`src/rtl/rand_src_pkg.sv`:
```
// Shared definitions for the SPI stimulus source: mode codes, frame states, LFSR step and rotate helpers.
// Helpers work on a 64-bit container, so DATA_W must be at most 64.
package rand_src_pkg;

    localparam logic [1:0] MODE_LFSR = 2'd0;
    localparam logic [1:0] MODE_CNT  = 2'd1;
    localparam logic [1:0] MODE_PAT  = 2'd2;
    localparam logic [1:0] MODE_WALK = 2'd3;

    localparam int unsigned MAX_W = 64;
    localparam int unsigned IDX_W = 6;

    localparam logic [31:0] DEFAULT_POLY = 32'h8020_0003;

    typedef logic [MAX_W-1:0] wide_t;

    typedef enum logic {
        ST_IDLE = 1'b0,
        ST_BUSY = 1'b1
    } frame_state_t;

    // Right-shifting Galois step. Zero-extended operands keep it width independent.
    function automatic wide_t lfsr_next(input wide_t state, input wide_t poly);
        wide_t nxt;
        nxt = (state >> 1) ^ (state[0] ? poly : '0);
        if (nxt == '0) begin
            nxt = wide_t'(1);
        end
        return nxt;
    endfunction

    // Rotate the low w bits of x left by k.
    function automatic wide_t rotl(input wide_t x, input int unsigned k, input int unsigned w);
        wide_t r;
        r = '0;
        for (int unsigned i = 0; i < MAX_W; i++) begin
            if (i < w) begin
                r[IDX_W'((i + k) % w)] = x[i];
            end
        end
        return r;
    endfunction

endpackage

```
`src/rtl/rand_src_sync.sv`:
```
// Multi-flop synchroniser for an asynchronous input with single-cycle rise/fall pulses.
module rand_src_sync #(
    parameter int unsigned SYNC_STAGES = 2
) (
    input  logic clk,
    input  logic rst,
    input  logic din,
    output logic rise_c,
    output logic fall_c
);

    logic [SYNC_STAGES-1:0] sync_q;
    logic                   prev_q;

    // Reset to 0 so an input already low at reset release never looks like a fall.
    always_ff @(posedge clk or posedge rst) begin
        if (rst) begin
            sync_q <= '0;
            prev_q <= 1'b0;
        end else begin
            sync_q <= {sync_q[SYNC_STAGES-2:0], din};
            prev_q <= sync_q[SYNC_STAGES-1];
        end
    end

    assign rise_c = sync_q[SYNC_STAGES-1] & ~prev_q;
    assign fall_c = ~sync_q[SYNC_STAGES-1] & prev_q;

endmodule

```
`src/rtl/rand_spi_source.sv`:
```
// SPI sensor-slave emulator: one generated word per cs frame, shifted MSB-first on CHANNELS lanes.
// Define RAND_SRC_PARITY_EN to append an even-parity bit after the LSB of every lane.
module rand_spi_source
    import rand_src_pkg::*;
#(
    parameter int unsigned        DATA_W      = 32,
    parameter int unsigned        CHANNELS    = 1,
    parameter logic [DATA_W-1:0]  POLY        = DATA_W'(DEFAULT_POLY),
    parameter logic [DATA_W-1:0]  LFSR_SEED   = DATA_W'(32'hACE1_0001),
    parameter logic [DATA_W-1:0]  PATTERN     = DATA_W'(32'hA5A5_0FF0),
    parameter int unsigned        SYNC_STAGES = 2
) (
    input  logic                clk,
    input  logic                rst,
    input  logic                en,
    input  logic [1:0]          mode,
    input  logic                cs,
    input  logic                sclk,
    output logic [CHANNELS-1:0] sdout,
    output logic [DATA_W-1:0]   word,
    output logic [15:0]         word_cnt,
    output logic                busy,
    output logic                short_frame
);

`ifdef RAND_SRC_PARITY_EN
    localparam int unsigned FRAME_LEN = DATA_W + 1;
`else
    localparam int unsigned FRAME_LEN = DATA_W;
`endif
    localparam int unsigned       CNT_W     = $clog2(FRAME_LEN + 1);
    localparam logic [DATA_W-1:0] SEED_SAFE = (LFSR_SEED == '0) ? DATA_W'(1) : LFSR_SEED;

    logic cs_rise_c, cs_fall_c, sclk_rise_c, sclk_fall_c;

    rand_src_sync #(.SYNC_STAGES(SYNC_STAGES)) u_cs_sync (
        .clk    (clk),
        .rst    (rst),
        .din    (cs),
        .rise_c (cs_rise_c),
        .fall_c (cs_fall_c)
    );

    rand_src_sync #(.SYNC_STAGES(SYNC_STAGES)) u_sclk_sync (
        .clk    (clk),
        .rst    (rst),
        .din    (sclk),
        .rise_c (sclk_rise_c),
        .fall_c (sclk_fall_c)
    );

    // Generators: all advance once per accepted frame, mode only picks the output.
    logic [DATA_W-1:0] lfsr_q, cnt_q, walk_q, gen_c;

    always_comb begin
        gen_c = lfsr_q;
        case (mode)
            MODE_CNT:  gen_c = cnt_q;
            MODE_PAT:  gen_c = PATTERN;
            MODE_WALK: gen_c = walk_q;
            default:   gen_c = lfsr_q;
        endcase
    end

    frame_state_t     state_q, state_nxt;
    logic             start_c, shift_c, end_c, full_c;
    logic [CNT_W-1:0] bit_cnt_q;
    logic             sclk_armed_q;

    assign full_c = (bit_cnt_q >= CNT_W'(FRAME_LEN));

    always_ff @(posedge clk or posedge rst) begin
        if (rst) begin
            lfsr_q <= SEED_SAFE;
            cnt_q  <= '0;
            walk_q <= DATA_W'(1);
        end else if (start_c) begin
            lfsr_q <= DATA_W'(lfsr_next(MAX_W'(lfsr_q), MAX_W'(POLY)));
            cnt_q  <= cnt_q + DATA_W'(1);
            walk_q <= DATA_W'(rotl(MAX_W'(walk_q), 1, DATA_W));
        end
    end

    // Frame control; a shift needs a synced sclk rise seen since the frame started.
    always_comb begin
        state_nxt = state_q;
        start_c   = 1'b0;
        shift_c   = 1'b0;
        end_c     = 1'b0;
        case (state_q)
            ST_IDLE: begin
                if (cs_fall_c && en) begin
                    start_c   = 1'b1;
                    state_nxt = ST_BUSY;
                end
            end
            ST_BUSY: begin
                if (cs_rise_c) begin
                    end_c     = 1'b1;
                    state_nxt = ST_IDLE;
                end else if (sclk_fall_c && sclk_armed_q) begin
                    shift_c = 1'b1;
                end
            end
            default: state_nxt = ST_IDLE;
        endcase
    end

    always_ff @(posedge clk or posedge rst) begin
        if (rst) begin
            state_q      <= ST_IDLE;
            busy         <= 1'b0;
            short_frame  <= 1'b0;
            word_cnt     <= '0;
            word         <= LFSR_SEED;
            bit_cnt_q    <= '0;
            sclk_armed_q <= 1'b0;
        end else begin
            state_q     <= state_nxt;
            busy        <= (state_nxt == ST_BUSY);
            short_frame <= end_c && !full_c;
            if (end_c && full_c) begin
                word_cnt <= word_cnt + 16'd1;
            end
            if (start_c) begin
                word <= gen_c;
            end
            if (start_c) begin
                bit_cnt_q <= '0;
            end else if (shift_c && !full_c) begin
                bit_cnt_q <= bit_cnt_q + CNT_W'(1);
            end
            if (start_c) begin
                sclk_armed_q <= 1'b0;
            end else if (sclk_rise_c) begin
                sclk_armed_q <= 1'b1;
            end
        end
    end

    // Lane k carries the frame word rotated left by k; zero fill keeps sdout low after the last bit.
    for (genvar k = 0; k < CHANNELS; k++) begin : g_lane
        logic [FRAME_LEN-1:0] sh_q;
        logic [DATA_W-1:0]    lane_c;

        assign lane_c = DATA_W'(rotl(MAX_W'(gen_c), k, DATA_W));

        always_ff @(posedge clk or posedge rst) begin
            if (rst) begin
                sh_q <= '0;
            end else if (start_c) begin
`ifdef RAND_SRC_PARITY_EN
                sh_q <= {lane_c, ^lane_c};
`else
                sh_q <= lane_c;
`endif
            end else if (end_c) begin
                sh_q <= '0;
            end else if (shift_c) begin
                sh_q <= {sh_q[FRAME_LEN-2:0], 1'b0};
            end
        end

        assign sdout[k] = sh_q[FRAME_LEN-1];
    end

endmodule

```
`config.mk`:
```
export PLATFORM = sky130hd
export DESIGN_NAME = rand_spi_source
export DESIGN_NICKNAME = d
export VERILOG_FILES = /design/src/rtl/rand_src_pkg.sv /design/src/rtl/rand_src_sync.sv /design/src/rtl/rand_spi_source.sv
export SDC_FILE = /design/constraint.sdc
export NUM_CORES = 1
export LEC_CHECK = 0
export ABC_AREA = 1
export CORE_MARGIN = 4
export CORE_UTILIZATION = 25
export CTS_BUF_LIST = sky130_fd_sc_hd__clkbuf_8 sky130_fd_sc_hd__clkbuf_16
export CTS_CLUSTER_SIZE = 12
export DETAILED_ROUTE_END_ITERATION = 8
export GPL_TIMING_DRIVEN = 0
export SKIP_LAST_GASP = 1
export SLEW_MARGIN = 10
export SYNTH_ARGS = -nofsm -noshare
export SYNTH_HDL_FRONTEND = slang
export SYNTH_HIERARCHICAL = 1
export SYNTH_SLANG_ARGS = --single-unit
```
`constraint.sdc`:
```
create_clock -name clk -period 8.1 [get_ports clk]
set_clock_uncertainty 0.2 [all_clocks]
set_input_delay 1.62 -clock clk [delete_from_list [all_inputs] [get_ports clk]]
set_output_delay 1.62 -clock clk [all_outputs]
set_load 0.02 [all_outputs]
```
==> flow_metrics.tcl, run 1 <==
set metrics [dict create \
    h-tree-depth 4 \
    finalHoldViolations 0 \
    first_iter_violations 554 \
    clock_latency_ps 440 \
    rsz0062_at_grt "no" \
    required_ps 8190 \
    fin_crit_ps 3510 \
    status "complete, no violations" \
    synth_nets 1030 \
    maxCapViolCount 0 \
    grt_first_pass_wirelength_mm 37.4 \
    cts_buffers 17 \
    ys_types 35 \
    num_io_pins 58 \
    path_clk_slew_ps 80 \
    finalMaxSlewViolations 0 \
    antenna_found_initial 0 \
    firstDrtPassIters 5 \
    detail-route-antenna-nets 0 \
    arrival_ps 3600 \
    grt.overflow.total 0 \
    power_density_nw_per_um2 257 \
    die_w_um 194 \
    endpoint_kind "flip-flop" \
    via_per_inst 4.44 \
    cp_cell_sequence "clkdlybuf4s50_1, inv_2, nand2_1, buf_4, buf_4, o22ai_1, o21ai_0, nand3_1" \
    cts_resized 0 \
    die_area_sq_um 37700 \
    final_cell_mix "313 x nand2_1, 172 x dfrtp_1, 110 x inv_1" \
    holdBufCountCts 0 \
    final_common_cell "nand2_1" \
    tns_ps 0 \
    placed_cells 1525 \
    fillCellCount 3638 \
    dp_hpwl_mm 16.9 \
    place_area_sq_um 9830 \
    ir_worst_vdd_uv 160 \
    crit_type "in -> reg" \
    grt_max_degree 103 \
    io_buffers 57 \
    ys_ff_latch 191 \
    num_rows 67 \
    core_sq_um 33900 \
    start_kind "input pin" \
    drt_wl_total_mm 22.5 \
    ys_seq_area_share_pct 55.5 \
    initial_core_util_pct 25.6 \
    num_vias 6908 \
    netlist_area_sq_um 8660 \
    yosysWarnings 6 \
    layout-drive-gt1-share_pct 9.47 \
    syn_inst 1019 \
    crit_path_frequent_cell "buf_4" \
    grt.total_usage_pct 12.2 \
    drcViolationCount 0 \
    slew-limit-headroom_pct 59.2 \
    die_h_um 194 \
    crit_path_max_fanout 10 \
    area_growth_pct 20.0 \
    cpPeakStageDelay_ps 660 \
    cp_slowest_cell "clkdlybuf4s50_1" \
    cts_root_buffer "clkbuf_16" \
    cts.path.max_buffers 2 \
    worstMarginPinSlew_ps 612 \
    num_antenna_cells 0 \
    clock.fmax_ghz 0.285 \
    power.leakage_uw 0.00473 \
    cts.sinks 191 \
    cts_tree "built" \
    wire_per_inst_um 14.5 \
    gp_congestion 0.910 \
    avgSynthCellArea_sq_um 8.50 \
    finalSetupViolCount 0 \
    final_cell_area_sq_um 10400 \
    fin_crit_sh_pct 43.3 \
    first_global_vias 6902 \
    hold_ws_ps 147 \
    final_nets 1107 \
    post_cts_buffers 0 \
    fin_cells 1557 \
    min_path_type "reg -> reg" \
]
==> power by group <==
group	switching [uW]	total, uW	internal (uW)
sequential	126	1290	1170
clock	387	812	425
combinational	334	562	228
==> final timing paths <==
check,start,endpoint,slack [ps],depth (start not counted)
setup / recovery,mode[1],g_lane[0].sh_q[28],4590,8
setup reg to reg,u_cs_sync/sync_q[1],g_lane[0].sh_q[21],5760,6
min in group asynchronous,rst,u_sclk_sync/sync_q[0],1330,2
hold reg to reg,u_sclk_sync/sync_q[0],u_sclk_sync/sync_q[1],150,0
hold / removal,u_sclk_sync/sync_q[0],u_sclk_sync/sync_q[1],150,0
max in group asynchronous,rst,word[22],5280,3
==> cells by family (layout without fill, tap and decap cells) <==
family | after synthesis | after routing | synth area share (%)
and+or+nand+nor | 484 | 484 | 23.8
DFF | 191 | 191 | 55.5
AOI/OAI and AO/OA | 152 | 152 | 9.38
buffers and inverters | 150 | 240 | 6.95
xor gates and xnor gates | 38 | 38 | 3.84
adders and majority gates | 4 | 4 | 0.578
==> cell usage after synthesis (all sizes together) <==
cell	number	share of area [%]
a21oi	22	1.3
a31oi	4	0.29
and2	1	0.072
buf	27	1.6
clkbuf	8	0.35
dfrtp	172	50
dfstp	19	5.8
ha	4	0.58
inv	115	5.0
nand2	315	14
nand3	61	3.9
nand3b	1	0.087
nand4	14	1.0
nor2	78	4.1
nor3	10	0.58
nor3b	1	0.087
o211ai	5	0.43
o21ai	100	5.8
o21bai	1	0.087
o221ai	1	0.10
o22ai	17	1.2
o2bb2ai	1	0.10
o31ai	1	0.087
or2	3	0.22
xnor2	11	1.1
xor2	27	2.7
==> layer usage <==
metal	vias to the layer above	wire length (um)	global-route usage (%)
li1	3395	-	-
met1	3321	10300	16.1
met2	159	10600	20.0
met3	33	1090	2.71
met4	0	599	4.30
met5	-	0	0
==> worst max-delay path: cells and delay by family <==
family,cells,cell delay [ps]
AOI/OAI and AO/OA,2,540
buffers and inverters,4,1190
and+or+nand+nor,2,240
==> metrics by stage <==
stage / worst slack [ps] / power, uW / util [%]
global placement: -1410 / 1860 / 28.9
CTS: 4660 / 2700 / 30.7
finish: 4590 / 2670 / 30.7
floorplan: 1280 / 1650 / -
global route: 4470 / 2830 / 30.7
detailed placement: 4180 / 1870 / 29.0
==> sequential cells by signal, summed over array words and instances, names as in the netlist <==
register and cells:
short_frame 1, word_cnt 16, cnt_q 32, u_cs_sync/sync_q 2
u_sclk_sync/prev_q 1, bit_cnt_q 6, u_cs_sync/prev_q 1, u_sclk_sync/sync_q 2
lfsr_q 32, g_lane.sh_q 32, sclk_armed_q 1, walk_q 32
word 32, state_q 1
==> area by class of cell <==
cell class | instances | area (sq um) | share of cell area (%)
Buffer | 35 | 170 | 1.64
Clock buffer | 20 | 467 | 4.49
Clock inverter | 12 | 101 | 0.975
Inverter | 115 | 439 | 4.22
Multi-Input combinational cell | 678 | 3260 | 31.3
Sequential cell | 191 | 4800 | 46.2
Tap cell | 448 | 561 | 5.39
Timing Repair Buffer | 58 | 598 | 5.75
Note: power is estimated with default switching activity, not from simulation.
==> inputs of run 2 (changes only) <==
==> constraint.sdc (replaced) <==
create_clock -name clk -period 3.2 [get_ports clk]
set_clock_uncertainty 0.2 [all_clocks]
set_input_delay 0.64 -clock clk [delete_from_list [all_inputs] [get_ports clk]]
set_output_delay 0.64 -clock clk [all_outputs]
set_load 0.02 [all_outputs]
==> flow_metrics.tcl, run 2 (synthesis gave the netlist of run 1 again) <==
set metrics [dict create \
    ir_worst_vdd_uv 450 \
    initial_core_util_pct 25.6 \
    num_antenna_cells 0 \
    fin_crit_sh_pct 78.4 \
    cp_cell_sequence "clkdlybuf4s50_1, nand2_1, clkbuf_1, o22ai_1, o21ai_0, o211ai_1" \
    cp_slowest_cell "clkdlybuf4s50_1" \
    cts_root_buffer "clkbuf_16" \
    clock_latency_ps 440 \
    wire_per_inst_um 14.5 \
    power.leakage_uw 0.00480 \
    place_area_sq_um 9900 \
    worstMarginPinSlew_ps 636 \
    first_global_vias 6846 \
    detail-route-antenna-nets 0 \
    core_sq_um 33900 \
    slew-limit-headroom_pct 57.5 \
    path_clk_slew_ps 70 \
    layout-drive-gt1-share_pct 9.61 \
    finalMaxSlewViolations 0 \
    die_area_sq_um 37700 \
    final_cell_area_sq_um 10500 \
    crit_path_max_fanout 10 \
    crit_start "mode[1]" \
    status "complete, no violations" \
    power_density_nw_per_um2 659 \
    p_switching_uw 2130 \
    post_cts_buffers 0 \
    final_cell_mix "313 x nand2_1, 172 x dfrtp_1, 112 x inv_1" \
    min_path_type "reg -> reg" \
    num_vias 6992 \
    swShare_pct 30.8 \
    finalSetupViolCount 0 \
    p_clk_share_pct 31.8 \
    finalHoldViolations 0 \
    die_w_um 194 \
    endpoint_kind "flip-flop" \
    maxCapViolCount 0 \
    cts.path.max_buffers 2 \
    cts_tree "built" \
    holdBufCountCts 0 \
    cts_resized 0 \
    fillCellCount 3534 \
    antenna_found_initial 0 \
    final_common_cell "nand2_1" \
    firstDrtPassIters 5 \
    intPower_uw 4790 \
    grt.overflow.total 0 \
    rsz0062_at_grt "no" \
    gp_congestion 0.907 \
    drt_wl_total_mm 22.7 \
    cts.sinks 191 \
    fin_crit_ps 2510 \
    start_kind "input pin" \
    arrival_ps 2600 \
    io_buffers 57 \
    die_h_um 194 \
    grt_first_pass_wirelength_mm 37.2 \
    combPwrFrac_pct 20.8 \
    reg2reg_from "u_cs_sync/sync_q[1]" \
    final_nets 1111 \
    cpPeakStageDelay_ps 570 \
    num_io_pins 58 \
    first_iter_violations 430 \
    num_rows 67 \
    drcViolationCount 0 \
    cts_buffers 17 \
    fin_cells 1561 \
    clock.fmax_ghz 0.399 \
    crit_type "in -> reg" \
    hold_start "u_cs_sync/sync_q[0]" \
    dp_hpwl_mm 17.1 \
    power_frac_seq_pct 47.4 \
    cp_num_buf_inv 2 \
    grt_max_degree 38 \
    h-tree-depth 4 \
    via_per_inst 4.48 \
    crit_family "buffers and inverters" \
    placed_cells 1529 \
    grt.total_usage_pct 12.2 \
    required_ps 3290 \
    area_growth_pct 21.3 \
]
run 2: power groups by stage:
| stage | sequential, uW | combinational, uW | clock, uW |
|---|---|---|---|
| final | 3280 | 1440 | 2200 |
| after global routing | 3340 | 1610 | 2340 |
| after CTS | 3280 | 1450 | 2250 |
| after detailed placement | 3310 | 1440 | 0 |
| after global placement | 3310 | 1400 | 0 |
| after floorplan | 3390 | 774 | 0 |
run 2: area by class of cell:
type | instances | area (sq um) | share of cell area (%)
Sequential cell | 191 | 4800 | 45.7
Multi-Input combinational cell | 678 | 3260 | 31.0
Timing Repair Buffer | 62 | 678 | 6.45
Tap cell | 448 | 561 | 5.33
Clock buffer | 18 | 439 | 4.18
Inverter | 115 | 435 | 4.14
Buffer | 35 | 170 | 1.62
Clock inverter | 14 | 165 | 1.57
run 2: routing by layer:
metal / global-route usage, % / wire (um)
met2: 20.4 / 10900
met1: 16.2 / 10500
met4: 3.28 / 271
met5: 0 / 0
met3: 2.54 / 1010
run 2: stage by stage:
stage / hold slack (ps) / total power [uW] / util, % / setup WS (ps) / setup TNS, ps
after floorplan: 131 / 4170 / - / -3.01 / -500
after global placement: 135 / 4700 / 28.9 / -1620 / -281080
after detailed placement: 135 / 4750 / 29.2 / 208 / 0
after CTS: 144 / 6980 / 31.0 / 692 / 0
after global routing: 154 / 7290 / 31.0 / 569 / 0
final: 143 / 6920 / 31.0 / 691 / 0
run 2: final timing paths:
path | to | slack (ps) | cells past startpoint
max | g_lane[0].sh_q[19] | 690 | 6
min | u_cs_sync/sync_q[1] | 140 | 0
max reg2reg | g_lane[0].sh_q[28] | 830 | 6
min reg2reg | u_cs_sync/sync_q[1] | 140 | 0
max in group asynchronous | lfsr_q[23] | 1390 | 4
min in group asynchronous | u_cs_sync/prev_q | 270 | 2
==> inputs of run 3 (changes only) <==
==> constraint.sdc (replaced) <==
create_clock -name clk -period 2.35 [get_ports clk]
set_clock_uncertainty 0.2 [all_clocks]
set_input_delay 0.47 -clock clk [delete_from_list [all_inputs] [get_ports clk]]
set_output_delay 0.47 -clock clk [all_outputs]
set_load 0.02 [all_outputs]
==> flow_metrics.tcl, run 3 (synthesis gave the netlist of run 1 again) <==
set metrics [dict create \
    grt_max_degree 38 \
    fin_crit_ps 2280 \
    cts.path.max_buffers 2 \
    wl_met3_um 967 \
    drcViolationCount 0 \
    final_cell_mix "313 x nand2_1, 172 x dfrtp_1, 112 x inv_1" \
    fin_ws_ps 71.8 \
    cts_buffers 17 \
    grt.overflow.total 0 \
    start_kind "input pin" \
    rsz0062_at_grt "no" \
    fillCellCount 3534 \
    grt_first_pass_wirelength_mm 37.2 \
    finalSetupViolCount 0 \
    wl_met1_mm 10.5 \
    clock.fmax_ghz 0.439 \
    die_area_sq_um 37700 \
    top_layer "met4" \
    antenna_found_initial 0 \
    wire_per_inst_um 14.5 \
    status "complete, no violations" \
    num_io_pins 58 \
    io_buffers 57 \
    maxCapViolCount 0 \
    clock_latency_ps 440 \
    layout-drive-gt1-share_pct 9.61 \
    min_path_type "in -> async" \
    die_w_um 194 \
    gp_congestion 0.907 \
    power_uw 9430 \
    via_per_inst 4.47 \
    grt.total_usage_pct 12.2 \
    dp_hpwl_mm 17.1 \
    placed_cells 1529 \
    final_common_cell "nand2_1" \
    fin_crit_sh_pct 96.9 \
    detail-route-antenna-nets 0 \
    required_ps 2520 \
    ir_worst_vdd_uv 611 \
    holdBufCountCts 0 \
    power.leakage_uw 0.00480 \
    worstMarginPinSlew_ps 636 \
    num_rows 67 \
    crit_type "in -> reg" \
    fin_cells 1561 \
    core_sq_um 33900 \
    num_antenna_cells 0 \
    area_growth_pct 21.4 \
    final_nets 1111 \
    finalMaxSlewViolations 0 \
    initial_core_util_pct 25.6 \
    slew-limit-headroom_pct 57.5 \
    first_iter_violations 424 \
    arrival_ps 2450 \
    path_clk_slew_ps 70 \
    drt_wl_total_mm 22.7 \
    cts_root_buffer "clkbuf_16" \
    hold_ws_ps 99.4 \
    finalHoldViolations 0 \
    power_density_nw_per_um2 897 \
    met2WireLength_mm 11.0 \
    cts_tree "built" \
    firstDrtPassIters 5 \
    endpoint_kind "flip-flop" \
    pre_cts_slack_ps -472 \
    num_vias 6974 \
    die_h_um 194 \
    h-tree-depth 4 \
    crit_path_max_fanout 10 \
    cts.sinks 191 \
    first_global_vias 6846 \
]
## run 3: cell counts in the layout (fill, tap and decap cells not counted)
Identical to the previous run, type by type.
## run 3: path summary, 6_finish.rpt
kind / start / to / slack [ps] / cells after the start
max: mode[1] / g_lane[0].sh_q[18] / 70 / 7
min: rst / u_cs_sync/prev_q / 100 / 2
max reg2reg: u_cs_sync/sync_q[1] / g_lane[0].sh_q[3] / 130 / 6
min reg2reg: u_cs_sync/sync_q[0] / u_cs_sync/sync_q[1] / 140 / 0
max in group asynchronous: rst / lfsr_q[23] / 710 / 4
min in group clk: u_cs_sync/sync_q[0] / u_cs_sync/sync_q[1] / 140 / 0
## run 3: report_power, final
part	total [uW]	leakage (uW)	internal (uW)	switching, uW
Combinational	1960	0.00205	798	1160
Clock	3000	0.000301	1700	1300
Sequential	4470	0.00245	4030	444
Total	9430	0.00480	6530	2900
## run 3: worst max-delay path: stages
cell             delay, ps
clkdlybuf4s50_1        570
nor2_2                 370
inv_1                  140
buf_2                  220
o21ai_0                320
o21ai_0                220
nand3_1                140
## run 3: cell type report
cell class                      count  area [sq um]  area share [%]
Buffer                             35           170            1.62
Clock buffer                       18           439            4.18
Clock inverter                     14           165            1.57
Inverter                          115           435            4.14
Multi-Input combinational cell    678          3260            31.0
Sequential cell                   191          4800            45.7
Tap cell                          448           561            5.33
Timing Repair Buffer               62           678            6.45
## run 3: stage by stage
stage / instance area [sq um] / setup TNS, ps / util [%]
CTS: 10500 / 0 / 31.0
detailed placement: 9900 / -22160 / 29.2
global placement: 9800 / -427380 / 28.9
finish: 10500 / 0 / 31.0
global route: 10500 / 0 / 31.0
floorplan: 8660 / -115100 / -
## run 3: what timing repair did
item,in CTS,in global routing
resized for setup,1,2
gates cloned,0,0
buffers inserted,0,0
endpoints found under the setup margin,7,4
## run 3: routing by layer
layer	vias to the layer above	global-route usage (%)
met2	154	20.4
met4	0	3.28
met5	-	0
met1	3393	16.2
li1	3409	-
met3	18	2.54
